===== src/rtl/ide_pio_host.sv =====
// Host-side IDE/ATA PIO bus master.
// Turns single-word register read/write requests into timed PIO bus cycles
// (setup, strobe, hold), returns read data and a one-cycle done pulse.
module ide_pio_host #(
  parameter int T_SETUP  = 3,
  parameter int T_ACTIVE = 8,
  parameter int T_HOLD   = 3,
  parameter int CW       = 4
) (
  input  logic        clk,
  input  logic        reset_n,
  input  logic        req,
  input  logic        wr,
  input  logic [4:0]  addr,
  input  logic [15:0] data_in,
  output logic [15:0] data_out,
  output logic        busy,
  output logic        done,
  input  logic [15:0] ide_data_in,
  output logic [15:0] ide_data_out,
  output logic        ide_data_oe,
  output logic        ide_dior,
  output logic        ide_diow,
  output logic [1:0]  ide_cs,
  output logic [2:0]  ide_da
);

  typedef enum logic [2:0] {IDLE, SETUP, ACTIVE, HOLD, DONE} state_t;

  // Counter reload values: each phase lasts (load + 1) cycles.
  localparam logic [CW-1:0] SETUP_LD  = CW'(T_SETUP - 1);
  localparam logic [CW-1:0] ACTIVE_LD = CW'(T_ACTIVE - 1);
  localparam logic [CW-1:0] HOLD_LD   = CW'(T_HOLD - 1);
  localparam logic [CW-1:0] CNT_ONE   = CW'(1);

  state_t        state;
  logic [CW-1:0] cnt;
  logic          wr_q;

  // Bus-cycle FSM; every output is a register so the pins never glitch.
  always_ff @(posedge clk or negedge reset_n) begin
    if (!reset_n) begin
      state        <= IDLE;
      cnt          <= '0;
      wr_q         <= 1'b0;
      ide_dior     <= 1'b1;
      ide_diow     <= 1'b1;
      ide_cs       <= 2'b11;
      ide_da       <= 3'd0;
      ide_data_out <= 16'd0;
      ide_data_oe  <= 1'b0;
      busy         <= 1'b0;
      done         <= 1'b0;
      data_out     <= 16'd0;
    end else begin
      done <= 1'b0;
      case (state)
        IDLE: begin
          if (req) begin
            // Request fields are captured once; later input changes are ignored.
            wr_q         <= wr;
            ide_cs       <= addr[4:3];
            ide_da       <= addr[2:0];
            ide_data_out <= wr ? data_in : 16'd0;
            ide_data_oe  <= wr;
            busy         <= 1'b1;
            cnt          <= SETUP_LD;
            state        <= SETUP;
          end
        end
        SETUP: begin
          if (cnt == '0) begin
            if (wr_q) ide_diow <= 1'b0;
            else      ide_dior <= 1'b0;
            cnt   <= ACTIVE_LD;
            state <= ACTIVE;
          end else begin
            cnt <= cnt - CNT_ONE;
          end
        end
        ACTIVE: begin
          if (cnt == '0) begin
            // Read data is taken on the edge that ends the strobe.
            if (!wr_q) data_out <= ide_data_in;
            ide_dior <= 1'b1;
            ide_diow <= 1'b1;
            cnt      <= HOLD_LD;
            state    <= HOLD;
          end else begin
            cnt <= cnt - CNT_ONE;
          end
        end
        HOLD: begin
          if (cnt == '0) begin
            done         <= 1'b1;
            busy         <= 1'b0;
            ide_cs       <= 2'b11;
            ide_da       <= 3'd0;
            ide_data_out <= 16'd0;
            ide_data_oe  <= 1'b0;
            state        <= DONE;
          end else begin
            cnt <= cnt - CNT_ONE;
          end
        end
        DONE: begin
          // A request arriving here is dropped, not queued.
          state <= IDLE;
        end
        default: state <= IDLE;
      endcase
    end
  end

endmodule


===== config.mk =====
export PLATFORM = sky130hd
export DESIGN_NAME = ide_pio_host
export DESIGN_NICKNAME = d
export VERILOG_FILES = /design/src/rtl/ide_pio_host.sv
export SDC_FILE = /design/constraint.sdc
export NUM_CORES = 1
export LEC_CHECK = 0
export BUFFER_PORTS_ARGS = -buffer_cell sky130_fd_sc_hd__buf_2
export CORE_UTILIZATION = 54
export CTS_BUF_LIST = sky130_fd_sc_hd__clkbuf_8
export CTS_CLUSTER_DIAMETER = 50
export CTS_CLUSTER_SIZE = 20
export DETAILED_ROUTE_END_ITERATION = 16
export PLACE_DENSITY_LB_ADDON = 0.3
export REMOVE_ABC_BUFFERS = 1
export SLEW_MARGIN = 10
export SYNTH_ARGS = -nofsm -noshare
export SYNTH_HDL_FRONTEND = slang
export SYNTH_SLANG_ARGS = --single-unit

===== constraint.sdc =====
create_clock -name clk -period 4.7 [get_ports clk]
set_input_delay 0.235 -clock clk [delete_from_list [all_inputs] [get_ports clk]]
set_output_delay 0.235 -clock clk [all_outputs]
set_load 0.05 [all_outputs]

==> out/qor.yml <==
outcome: "completed"
pin_count: 83
grt_max_degree: 51
first_iter_violations: 79
ys.flop_type: "dfrtp_1"
cts_buffers: 5
antenna_found_initial: 0
place_ws_ns: 2.34
worst_ir_drop_vdd_uv: 360
synth.distinct_cells: 30
synth_edf_count: 0
htreeDepth: 2
critPathLaunchType: "flip-flop"
synthArstFlopShare_pct: 100
slew_violations: 0
route.vias.total: 1753
die-area_um2: 4290
setup_viol: 0
drt-wirelength-per-cell_um: 13.5
die_h_um: 65.5
grt_usage_pct: 22.8
totalWireLength_um: 4390
clkTransAtPathRegs_ns: 0.08
cp_max_fo: 24
tightest_slew_ns: 1.03
route.antenna.remaining_nets: 0
die_w_um: 65.5
hold_viol_final: 0
slew_headroom_pct: 31.2
clk_path_buf_depth: 2
holdBufCountCts: 0
antennaDiodeCount: 0
avgSynthCellArea_um2: 10.9
synth_simple_gate_area_share_pct: 21.2
worstSkewPairLatency_ns: 0.30
place_congestion: 0.857
place_hpwl_um: 3050
tns_ns: 0
ys_seq_area_share_pct: 57.6
coreArea_um2: 3770
postCtsSetupRepairBufs: 0
grt-ovfl-total: 0
ys_ff_latch: 50
worstHoldPathType: "primary input to async pin"
drc_errors: 0
fill_cells: 269
ctsResizeCount: 0
fin_hold_ws_ns: 0.114
min_period_ns: 2.39
rsz0062_at_grt: "false"
grt_pass1_vias: 1659
cts-root-buf: "clkbuf_8"
grt_pass1_wl_um: 7360
firstDrtPassIters: 4
worstSetupPathType: "flip-flop to flip-flop"
skew_ns: 0.00690
synth_xor_area_share_pct: 0.402
arrival_ns: 2.63
cp-end-kind: "flip-flop"
start_util_pct: 57.8
synth_compound_area_share_pct: 5.22
synth_top_family_by_area: "simple AND/OR/NAND/NOR gates"
rows: 22
max-cap-violations: 0
power_leakage_nw: 1.46
cp.required_ns: 4.94
synth-adder-area-share_pct: 1.15
cts_tree: "built"
yosysWarnings: 0
via_per_inst: 5.39
min_period_over_period_pct: 50.8
io_buffers: 82
yosys-mux-area-fraction_pct: 9.99
p_per_area_nw_per_um2: 747
drive_gt1_share_pct: 40.8
area_growth_pct: 22.7
nets: 319
clock-sinks: 50
postSynthCellCount: 200
netlist_area_um2: 2180
fmaxAchievable_mhz: 419
layout_setup_ws_ns: 2.31
[flip-flops by register name (all words and copies together), names as in the netlist]
name / count
ide_da: 3
data_out: 16
wr_q: 1
ide_data_out: 16
busy: 1
ide_diow: 1
ide_data_oe: 1
ide_dior: 1
done: 1
state: 3
ide_cs: 2
cnt: 4
[final cells by class]
| type | instances | area [um2] | share of cell area (%) |
|---|---|---|---|
| clock buffers | 6 | 82.6 | 3.09 |
| flip-flops and latches | 50 | 1260 | 47.0 |
| repair buffers | 83 | 418 | 15.6 |
| well taps | 48 | 60.1 | 2.25 |
| multi-input cells | 131 | 832 | 31.1 |
| inverters | 5 | 18.8 | 0.702 |
| clock inverters | 2 | 7.51 | 0.281 |
[metal layers]
metal  GRT usage [%]  wire length [um]
met5               0                 0
met4            8.42                55
met3            4.51               271
met2            38.0              2100
met1            29.3              1960
[report_power, final]
group / total [W] / leakage (nW) / switching (W) / internal [W]
clock: 0.000245 / 0.0538 / 0.000129 / 0.000116
sequential: 0.000739 / 0.614 / 0.000135 / 0.000605
combinational: 0.00101 / 0.790 / 0.000720 / 0.000293
[stage by stage]
stage	util, %	instances	cell area, um2	power, W
2_1_floorplan	-	186	2100	0.00151
3_3_place_gp	68.5	317	2580	0.00174
3_5_place_dp	68.5	317	2580	0.00176
4_1_cts	70.9	325	2680	0.00201
5_1_grt	70.9	325	2680	0.00211
6_report	70.9	325	2680	0.00200
[cell families after synthesis]
kind of cell / Yosys count
xor gates and xnor gates: 1
muxes: 16
buffers and inverters: 19
AOI/OAI and AO/OA: 18
adders and majority gates: 2
DFF: 50
and+or+nand+nor: 94
[final timing paths]
| path | cells after the start | endpoint | start | slack [ns] |
|---|---|---|---|---|
| max | 7 | ide_cs[1] | cnt[0] | 2.31 |
| min | 1 | ide_data_out[13] | reset_n | 0.11 |
| min in group clk | 3 | ide_cs[0] | addr[3] | 0.12 |
| max in group asynchronous | 1 | ide_data_out[10] | reset_n | 3.96 |
| max reg2reg | 7 | ide_cs[1] | cnt[0] | 2.31 |
| min reg2reg | 2 | ide_diow | ide_diow | 0.50 |
[cell usage after synthesis, types with 5 or more instances]
library cell,n,area (um2)
a21oi_1,7,35.0
buf_2,8,40.0
dfrtp_1,46,1150
inv_1,5,18.8
mux2_2,6,67.6
mux2_4,10,150
nand2_1,35,131
nand3_1,39,195
nor2_1,6,22.5
nor3_1,5,25.0
[layout by cell type, fill, tap and decap left out, drive strengths merged, types with 2 or more instances in the layout]
cell,n
ha,2
dfrtp,46
nor2,6
o31ai,2
nor3,5
o21ai,4
inv,7
dfstp,4
nand3,40
a21oi,7
buf,83
clkbuf,6
nand2,35
nor3b,2
mux2,16
[critical path: stages, from the launching register on]
cell     delay [ns]
dfrtp_1        0.42
inv_1          0.10
ha_1           0.18
nor4b_4        0.39
nand3_1        0.73
inv_1          0.27
o21ai_0        0.10
nand2_1        0.12
Power figures use the tool's default switching activity.
